--- src/rtl/regfile_scan_out.sv ---
// Serial read-out engine: reads a run of register-file entries through the async read port
// and shifts each one out LSB-first on a TAP-style data line under consumer shift enables.
module regfile_scan_out #(
    parameter int DATA_W = 8,
    parameter int ADDR_W = 3
) (
    input  logic              clk,
    input  logic              arst_n,
    input  logic              start,
    input  logic [ADDR_W-1:0] first_addr,
    input  logic [ADDR_W:0]   count,
    output logic [ADDR_W-1:0] r_addr,
    input  logic [DATA_W-1:0] r_data,
    input  logic              shift_en,
    output logic              tdo,
    output logic              tdo_valid,
    output logic              busy,
    output logic              done
);

    localparam int CNT_W = (DATA_W > 1) ? $clog2(DATA_W) : 1;
    localparam logic [CNT_W-1:0] LAST_BIT = CNT_W'(DATA_W - 1);

    typedef enum logic [1:0] {IDLE, LOAD, SHIFT, DONE} state_t;

    state_t            state_q;
    logic [ADDR_W-1:0] r_addr_q;
    logic [ADDR_W:0]   remaining_q;
    logic [DATA_W-1:0] shreg_q;
    logic [CNT_W-1:0]  bitcnt_q;
    logic              busy_q;
    logic              done_q;

    assign r_addr    = r_addr_q;
    assign busy      = busy_q;
    assign done      = done_q;
    // Zero fill guarantees shreg is 0 outside SHIFT, so tdo needs no state gating.
    assign tdo       = shreg_q[0];
    assign tdo_valid = (state_q == SHIFT);

    always_ff @(posedge clk or negedge arst_n) begin
        if (!arst_n) begin
            state_q     <= IDLE;
            r_addr_q    <= '0;
            remaining_q <= '0;
            shreg_q     <= '0;
            bitcnt_q    <= '0;
            busy_q      <= 1'b0;
            done_q      <= 1'b0;
        end else begin
            // NOTE: every register here uses <= so all of them update from the same pre-edge values.
            done_q <= 1'b0;
            case (state_q)
                IDLE: begin
                    if (start) begin
                        r_addr_q    <= first_addr;
                        remaining_q <= count;
                        busy_q      <= 1'b1;
                        if (count == '0) begin
                            state_q <= DONE;
                            done_q  <= 1'b1;
                        end else begin
                            state_q <= LOAD;
                        end
                    end
                end
                LOAD: begin
                    // The entry is sampled here; a same-edge write lands after this capture.
                    shreg_q  <= r_data;
                    bitcnt_q <= '0;
                    state_q  <= SHIFT;
                end
                SHIFT: begin
                    if (shift_en) begin
                        shreg_q  <= shreg_q >> 1;
                        bitcnt_q <= bitcnt_q + CNT_W'(1);
                        if (bitcnt_q == LAST_BIT) begin
                            remaining_q <= remaining_q - (ADDR_W + 1)'(1);
                            r_addr_q    <= r_addr_q + ADDR_W'(1);
                            if (remaining_q == (ADDR_W + 1)'(1)) begin
                                state_q <= DONE;
                                done_q  <= 1'b1;
                            end else begin
                                state_q <= LOAD;
                            end
                        end
                    end
                end
                DONE: begin
                    state_q <= IDLE;
                    busy_q  <= 1'b0;
                end
                default: begin
                    state_q <= IDLE;
                    busy_q  <= 1'b0;
                end
            endcase
        end
    end

endmodule

--- config.mk ---
export PLATFORM = sky130hd
export DESIGN_NAME = regfile_scan_out
export DESIGN_NICKNAME = d
export VERILOG_FILES = /design/src/rtl/regfile_scan_out.sv
export SDC_FILE = /design/constraint.sdc
export NUM_CORES = 1
export LEC_CHECK = 0
export ABC_AREA = 1
export CORE_UTILIZATION = 53
export DETAILED_ROUTE_END_ITERATION = 8
export PLACE_DENSITY = 0.9
export SLEW_MARGIN = 0
export SYNTH_ARGS = -nofsm -noshare
export SYNTH_HDL_FRONTEND = slang
export SYNTH_SLANG_ARGS = --single-unit
--- constraint.sdc ---
create_clock -name clk -period 4.25 [get_ports clk]
set_clock_uncertainty 0.2 [all_clocks]
set_input_delay 1.275 -clock clk [delete_from_list [all_inputs] [get_ports clk]]
set_output_delay 1.275 -clock clk [all_outputs]
set_load 0.005 [all_outputs]
* Word-level counts from Yosys, hierarchy flattened
Cells that the tools add are included.
** Operators by class
- Equal/unequal tests :: 8
- Multiplexer cells :: 26
- Reductions and logical operators :: 9
- $add $sub $neg :: 3
** Operators with widths (number)
- 8-bit case mux with 2 select lines :: 1
- 3-bit 2-to-1 mux :: 4
- 4-bit 2-to-1 mux :: 3
- 3-bit case mux with 2 select lines :: 2
- 2-bit 2-to-1 mux :: 5
- 8-bit 2-to-1 mux :: 1
- 2-bit case mux with 4 select lines :: 1
- 4-bit case mux with 2 select lines :: 1
- 3-bit by 1-bit adder with 3-bit output (second input constant) :: 2
- 1-bit 2-to-1 mux :: 6
- 2-bit nonzero test :: 3
- 2-bit equality test (second input constant) :: 2
- 4-bit by 1-bit equality test with 1-bit output (second input constant) :: 1
- 4-bit zero test :: 1
- 2-bit inequality test (second input constant) :: 2
- 1-bit case mux with 2 select lines :: 2
- 2-bit AND reduction :: 2
- 4-bit AND reduction :: 1
- 4-bit by 1-bit subtractor with 4-bit output (second input constant) :: 1
- 3-bit equality test (second input constant) :: 1
- 3-bit AND reduction :: 1
- 2-bit by 1-bit equality test with 1-bit output (second input constant) :: 1
- 2-bit zero test :: 1
- 2-bit by 1-bit inequality test with 1-bit output (second input constant) :: 1
** Storage, ports and cells
- Bits of input ports :: 19
- Bits in registers :: 22
- Logic and storage cells :: 53
- Output and inout port bits :: 7

* Logic depth before layout (Yosys ltp)
- Depth after elaboration :: 5
- Depth in mapped cells :: 8
- Mapped depth without buffers :: 8

* Worst setup path before layout
Ideal clock, no wire load.
- Path type :: reg2out
- From :: register state_q[0]
- To :: output port tdo_valid
- Buffers on the path :: 1
- Stages on the path, launching flop included :: 5
- Path slack :: 2048 ps
- Arrival time :: 727 ps
- Required time :: 2775 ps
- Path through :: dfrtp_1 -> inv_2 -> nand2_4 -> inv_2 -> buf_6
** On the way
- Longest elaborated chain between the ends :: 1
** Ends and longest elaborated chain
- start: declaration :: RTL line 26 : state_t state_q;
- start signal: assignment :: RTL line 43 : state_q <= IDLE;
- start signal: assignment :: RTL line 60 : state_q <= DONE;
- start signal: assignment :: RTL line 63 : state_q <= LOAD;
- 2-bit equality test :: RTL line 39 : assign tdo_valid = (state_q == SHIFT);
- end: declaration :: RTL line 16 : output logic tdo_valid,
Every way passes these cells.

* Worst setup path after layout
Ends and elaborated chain as after synthesis.

==> impl_metrics.py <==
metrics = {
    "setup_path": {
        "path_max_fanout": 26,
        "path_class": "flip-flop to output port",
        "arrival_ns": 1.77,
        "end_kind": "output port",
        "worst-endpoint-required_ns": 2.77,
        "startpoint_type": "flip-flop",
    },
    "place": {
        "place_area_um2": 1446,
        "numPlacedInstances": 204,
        "place_congestion": 0.8475,
        "hpwlAfterDp_um": 1756,
        "pre_cts_ws_ns": 1.285,
        "io_buffers": 25,
    },
    "sta": {
        "slew_headroom_pct": 36.36,
        "fin_ws_ns": 1.002,
        "fmax_ghz": 0.3079,
        "setup_tns_ns": 0,
        "rsz0062_at_grt": "no",
        "hold_violations": 0,
        "min_period_ns": 3.248,
        "slew_violations": 0,
        "whs_ns": 0.2910,
        "tightestPinTransition_ns": 0.9517,
        "setup_violations": 0,
        "period_share_pct": 76.43,
    },
    "clocking": {
        "cts_buffers": 3,
        "clock-sinks": 22,
        "clock_latency_ns": 0.31,
        "cts_tree": "done",
        "cts_hold_buf": 0,
        "cts.repair.resized": 0,
        "path_clk_slew_ns": 0.13,
        "htree_num_levels": 1,
        "cts.root.buffer_cell": "clkbuf_4",
        "cts_buffer_depth": 2,
        "post-cts-setup-buffer-count": 0,
    },
    "final_layout": {
        "layout.cells.non_filler": 208,
        "design_area_um2": 1499,
        "nFillCells": 158,
        "nNetsFinal": 206,
        "fin_util_pct": 73.41,
        "drive_gt1_share_pct": 5.525,
        "syn_to_final_growth_pct": 24.27,
        "diodes": 0,
    },
    "drt": {
        "first_pass_iters": 4,
        "drt-total-wl_um": 2400,
        "wl_per_cell_um": 11.54,
        "drt_iter0_markers": 27,
        "via_per_inst": 5.226,
        "ant_nets": 0,
        "dr_total_vias": 1087,
        "remaining_drc_errors": 0,
    },
    "synth": {
        "synth_area_um2": 1206,
        "synth_warnings": 0,
        "ys_seq_area_share_pct": 45.64,
        "synth_top_area_share_pct": 45.64,
        "yosysMostFrequentCell": "nand2_1",
        "synth_cell_types": 20,
        "syn_avg_cell_area_um2": 7.683,
        "syn-num-nets": 181,
        "syn_inst": 157,
        "synth_edf_count": 0,
        "yosys-top-cells-count": "nand2_1 (56), dfrtp_1 (22), inv_1 (18), o21ai_0 (14), nand3_1 (11)",
        "async_flop_share_pct": 100.0,
        "ys_seq_elements": 22,
        "synth_largest_area_cell": "dfrtp_1",
        "synth_area_leaders": "dfrtp_1 (46%), nand2_1 (17%), o21ai_0 (5.8%)",
        "synthFlopType": "dfrtp_1",
    },
    "pwr": {
        "p_total_uw": 997.1,
        "peakVddDrop_mv": 0.3901,
        "p_leak_nw": 0.7534,
        "power.density_nw_per_um2": 665.2,
    },
    "die": {
        "placementRows": 16,
        "start_util_pct": 59.07,
        "core-area_um2": 2042,
        "pin_count": 26,
        "die_x_um": 49.71,
        "fp.dieArea_um2": 2471,
        "die_h_um": 49.71,
    },
    "global_routing": {
        "grt_max_degree": 27,
        "grt_pass1_wl_um": 4326,
        "grt_overflow": 0,
        "first_global_vias": 1040,
        "grt_usage_pct": 23.29,
        "antenna_found_initial": 0,
    },
    "outcome": {
        "status": "complete, no violations",
    },
    "run": {
        "drv_cap": 0,
    },
    "hold_path": {
        "min_path_type": "flip-flop to flip-flop",
    },
}
==> flip-flops by register name, summed over array words and instances, names as in the netlist <==
signal and flops:
r_addr 3, busy 1, bitcnt_q 3, shreg_q 8, state_q 2, remaining_q 4
done 1
==> critical path, cell delays in order, from the launching register on <==
cell	delay, ns
dfrtp_1	0.44
inv_2	0.12
nand2_4	0.16
inv_2	0.21
clkdlybuf4s50_1	0.54
==> logic make-up after synthesis <==
family,count (synthesis),synth area share [%]
AOI/OAI and AO/OA,27,11.62
xor gates and xnor gates,1,0.7263
adders and majority gates,5,5.187
buffers and inverters,25,9.854
DFF,22,45.64
and+or+nand+nor,77,26.97
==> placed cells by master (no fill, tap or decap), drive strengths merged <==
cell type	instances
a21oi	1
bufinv	1
clkbuf	3
clkdlybuf4s50	25
dfrtp	22
ha	5
inv	20
nand2	58
nand3	11
nand4	1
nor2	6
o21ai	25
o22ai	1
or2	1
xnor2	1
==> routing by layer <==
layer,GRT usage [%],share of wire (%),vias up
met4,10.00,1.5,0
li1,-,-,542
met5,0,0,-
met1,30.40,44,500
met3,4.012,5.0,4
met2,37.84,49,41
==> report_power, final <==
| part | total (mW) | internal (mW) | switching (mW) |
|---|---|---|---|
| Sequential | 0.362 | 0.302 | 0.0602 |
| Combinational | 0.475 | 0.192 | 0.283 |
| Clock | 0.160 | 0.0953 | 0.0646 |
| Total | 0.997 | 0.589 | 0.408 |
==> worst paths after layout <==
path,start,end,slack [ns],cells past startpoint
setup reg to reg,state_q[0],bitcnt_q[0],2.44,8
hold reg to reg,shreg_q[0],shreg_q[0],0.29,2
max in group asynchronous,arst_n,remaining_q[3],1.99,1
min in group asynchronous,arst_n,shreg_q[0],1.28,1
setup / recovery,state_q[0],tdo_valid,1.00,4
hold / removal,shreg_q[0],shreg_q[0],0.29,2
==> cell type report <==
type | instances | area (µm²) | area share, %
flip-flops and latches | 22 | 550.5 | 36.73
multi-input cells | 110 | 536.8 | 35.81
repair buffers | 25 | 250.2 | 16.69
inverters | 20 | 75.07 | 5.008
well taps | 27 | 33.78 | 2.254
clock inverters | 1 | 30.03 | 2.003
clock buffers | 3 | 22.52 | 1.503
Power figures use the tool's default switching activity.
==> RTL change 1: new RTL, same flow settings <==
Encoding of `state_t`: now Gray code (2 bits for 4 states).
--- a/src/rtl/regfile_scan_out.sv
+++ b/src/rtl/regfile_scan_out.sv
@@ -21,7 +21,7 @@
     localparam int CNT_W = (DATA_W > 1) ? $clog2(DATA_W) : 1;
     localparam logic [CNT_W-1:0] LAST_BIT = CNT_W'(DATA_W - 1);
 
-    typedef enum logic [1:0] {IDLE, LOAD, SHIFT, DONE} state_t;
+    typedef enum logic [1:0] {IDLE = 2'b00, LOAD = 2'b01, SHIFT = 2'b11, DONE = 2'b10} state_t;
 
     state_t            state_q;
     logic [ADDR_W-1:0] r_addr_q;
Function: no difference found for any inputs over 10 cycles, from zero or initial values and one cycle with arst_n low; not proved beyond that.
==> RTL change 1 against the unedited design <==
- sequential share of layout area shrank 1.9 points
- critical endpoint unchanged
- cell area grew 5.4%
- count of clock-buffer cells in the layout grew 1
- maximum frequency grew 3.5%
- wire length grew 5.0%
- power grew 5.1%
- synthesized cell count grew 7.6%
- clock power shrank 29%
- global-route usage shrank 1.5 points
- area after synthesis grew 7.9%
- sequential cell count is the same
- worst setup slack gained 0.11 ns
- critical path depth shrank 1
==> RTL change 1: results (changes against the unedited design) <==
| Metric | Value |
|---|---|
| Status | `finished, final reports clean` |
| Clock-pin slew on the worst setup and hold paths | `between 0.1 and 0.15 ns` |
| Top FF cell, synth | `dfrtp_1` |
| DP Worst Slack | `1.45 ns (+0.170 ns)` |
| Distinct cells, synth | `17 (-15%)` |
| Sequential logic power | `374 µW (+3%)` |
| YS warnings | `0 (unchanged)` |
| Crit-path max FO | `18 (-31%)` |
| Combinational cell power | `561 µW (+18%)` |
| Switch share | `0.439 (+0.0297)` |
| Gpl congestion | `0.858 (+1.3%)` |
| Largest regs | `shreg_q x8, remaining_q x4` |
| Post-CTS Setup Inserts | `0 (unchanged)` |
| Worst-Margin Slew | `0.973 ns (+0.0215 ns)` |
| Largest net degree at the start of global routing | `23 (-15%)` |
| CTS buffer count | `3 (unchanged)` |
| N_diodes | `0 (unchanged)` |
| Mapped Avg Cell Area | `7.70 µm² (+0.22%)` |
| H-tree levels | `1 (unchanged)` |
| CTS Root Cell | `clkbuf_4` |
| Detailed Route WL | `2520 µm (+5.0%)` |
| Hold crit path type | `reg -> reg` |
| First-pass GRT wire length | `4290 µm (-0.81%)` |
| Sequential-to-total area share from yosys stat | `0.423 (-0.0334)` |
| DP HPWL | `1990 µm (+14%)` |
| WP data arrival | `1.66 ns (-0.11 ns)` |
| Synth top area cells | `dfrtp_1, nand2_1, ha_1, inv_1, nor2_1` |
| Asr flop ratio synth | `1.00 (unchanged)` |
| Leak pwr | `0.818 nW (+8.6%)` |
| Peak supply drop | `0.450 mV (+15%)` |
| Comb power frac | `0.535 (+0.058)` |
| Post-DR wirelength/cell | `11.3 µm (-1.7%)` |
| Initial antenna violation count | `0 (unchanged)` |
| Clk_lat worst skew | `roughly 0.30 ns` |
| Dpl cell area | `0.00154 mm² (+6.7%)` |
| Vias in the first global route | `1059 (+1.8%)` |
| Share of cells above drive strength 1 | `0.0619 (+0.00661)` |
| DR iter-0 viols | `19 (-30%)` |
| First-pass DRT Iterations | `4 (unchanged)` |
| Vias per inst | `5.10 (-2.3%)` |
| Net Count, Synth | `197 (+8.8%)` |
| Post-synth top cells | `nand2_1, dfrtp_1, inv_1, nor2_1` |
| Placed Instances | `218 (+6.9%)` |
| Tot GR Track Use | `0.218 (-0.0146)` |
[RTL change 1: cell count changes after synthesis, sizes merged]
cell	before	now
nor2	6	15
xnor2	1	0
nand2	58	67
or2	1	0
nand3	11	10
a21oi	1	2
a31oi	0	7
o21ai	25	9
nand4	1	3
o22ai	1	0
ha	5	9
[RTL change 1: logic make-up after synthesis]
group | synth area share
buffers and inverters | 0.100
AND/OR/NAND/NOR | 0.314
AO/OA/AOI/OAI | 0.0760
flip-flops | 0.423
adder cells (fa/ha/maj) | 0.0865
[RTL change 1: path summary, 6_finish.rpt]
check / from / to / slack [ns] / cells after the start
max: state_q[0] / tdo_valid / 1.11 / 3
min: bitcnt_q[0] / bitcnt_q[0] / 0.31 / 1
max reg2reg: state_q[0] / shreg_q[5] / 2.42 / 7
min reg2reg: bitcnt_q[0] / bitcnt_q[0] / 0.31 / 1
max in group asynchronous: arst_n / shreg_q[5] / 1.96 / 1
min in group asynchronous: arst_n / remaining_q[2] / 1.29 / 1
[RTL change 1: layer usage]
layer | track usage | up-vias | wire length, µm
li1 | - | 583 | -
met1 | 0.257 | 532 | 1130
met2 | 0.411 | 16 | 1310
met3 | 0.0263 | 2 | 62
met4 | 0.0631 | 0 | 23
met5 | 0 | - | 0
[RTL change 1: worst max-delay path, cell delays in order, from the launching register on]
cell and delay (ns):
dfrtp_1 0.43, ha_1 0.17, buf_4 0.23, clkdlybuf4s50_1 0.54
[RTL change 1: area by class of cell]
class | instances | area (µm²)
sequential | 22 | 551
multi-input combinational | 122 | 621
tap | 28 | 35.0
clock buffer | 4 | 36.3
inverter | 20 | 80.1
timing repair buffer | 26 | 258
fill | 207 | 674
==> RTL change 2: new RTL, same flow settings <==
Made on the original files. `DATA_W`: 8 -> 4.
--- a/src/rtl/regfile_scan_out.sv
+++ b/src/rtl/regfile_scan_out.sv
@@ -1,7 +1,7 @@
 // Serial read-out engine: reads a run of register-file entries through the async read port
 // and shifts each one out LSB-first on a TAP-style data line under consumer shift enables.
 module regfile_scan_out #(
-    parameter int DATA_W = 8,
+    parameter int DATA_W = 4,
     parameter int ADDR_W = 3
 ) (
     input  logic              clk,
Ports: changed (resized r_data); port bits go from 26 to 22. No check against the original RTL was run, so the function may have changed too.
==> RTL change 2 against the unedited design <==
- clock power is 44% lower
- wire length shrank 15%
- area after synthesis decreased by 21%
- worst setup slack better by 0.0028 ns
- sequential share of layout area is 1.1 points lower
- cell area is 20% lower
- sequential cell count is 5 lower
- via count shrank 18%
- register-to-register slack gained 0.13 ns
- power fell by 21%
- first-iteration DRC count fell by 37%
==> RTL change 2: results (changes against the unedited design) <==
| Metric | Value |
|---|---|
| Status | `finished, final reports clean` |
| DP Worst Slack | `1.34 ns (+0.0570 ns)` |
| Switch share | `0.441 (+0.0321)` |
| Synth top area cells | `dfrtp_1, nand2_1, nand3_1, inv_1, o21ai_0` |
| DRT met1 WL | `909 µm (-14%)` |
| Post-synth top cells | `nand2_1, dfrtp_1, inv_1, nand3_1, o21ai_0` |
| Gpl congestion | `0.851 (+0.38%)` |
| GR Util met2 | `0.441 (+0.0628)` |
| Sequential-to-total area share from yosys stat | `0.445 (-0.0114)` |
| Post-synthesis adder-cell area fraction | `0.0524 (+0.000489)` |
| Met3 Usage GRT | `0.0490 (+0.00886)` |
| WL met3 | `103 µm (-15%)` |
| DR iter-0 viols | `17 (-37%)` |
| Share of cells above drive strength 1 | `0.0671 (+0.0119)` |
| Relative slew slack | `0.493 (+0.130)` |
| Crit-path max FO | `15 (-42%)` |
| Detailed Route WL | `2040 µm (-15%)` |
| Pwr Total | `788 µW (-21%)` |
| CTS Root Cell | `clkbuf_4` |
| Compound-Gate Fraction of Synth Area | `0.110 (-0.00623)` |
| Placed Instances | `169 (-17%)` |
| DP HPWL | `1520 µm (-13%)` |
| Clk_lat worst skew | `0.29 ns (-0.02 ns)` |
| Port Buffers | `21 (-16%)` |
| Gate Count Post-Synth | `127 (-19%)` |
| Net Count, Synth | `146 (-19%)` |
| Distinct cells, synth | `18 (-10%)` |
| First-pass GRT wire length | `3570 µm (-17%)` |
| WL met2 | `1010 µm (-14%)` |
| Dpl cell area | `0.00117 mm² (-19%)` |
| XOR/XNOR Fraction of Synth Area | `0 (-0.00726)` |
| Critical hold path startpoint | `bitcnt_q[1]` |
| Vias in the first global route | `864 (-17%)` |
| Final Non-Filler Cells | `173 (-17%)` |
| Vias per inst | `5.14 (-1.6%)` |
| Largest net degree at the start of global routing | `18 (-33%)` |
| Tot GR Track Use | `0.245 (+0.0118)` |
| Leak pwr | `0.591 nW (-22%)` |
[RTL change 2: cell types whose count changed after synthesis, moves of 2 or more]
cell,change
inv_1,-3
o21ai_0,-3
o21ai_1,-5
nand2_1,-15
dfrtp_1,-5
nand2_2,+2
nand3_1,+2
[RTL change 2: final timing paths]
kind	endpoint	slack, ns	cells after the start
worst min-delay path	bitcnt_q[1]	0.31	2
worst min register to register	bitcnt_q[1]	0.31	2
worst max register to register	shreg_q[0]	2.57	7
max in group asynchronous	bitcnt_q[1]	2.16	1
min in group asynchronous	shreg_q[1]	1.22	1
worst max-delay path	tdo_valid	1.00	4
[RTL change 2: layout make-up]
type,instances,area [µm²]
Multi-Input combinational cell,90,439
Fill cell,135,399
Sequential cell,17,425
Timing Repair Buffer,21,210
Tap cell,24,30.0
Inverter,17,63.8
Clock buffer,4,26.3
[RTL change 2: tightest hold or removal path, stage by stage, from the launching register on]
cell	delay, ns
dfrtp_1	0.36
nand3_1	0.07
nand2_1	0.06
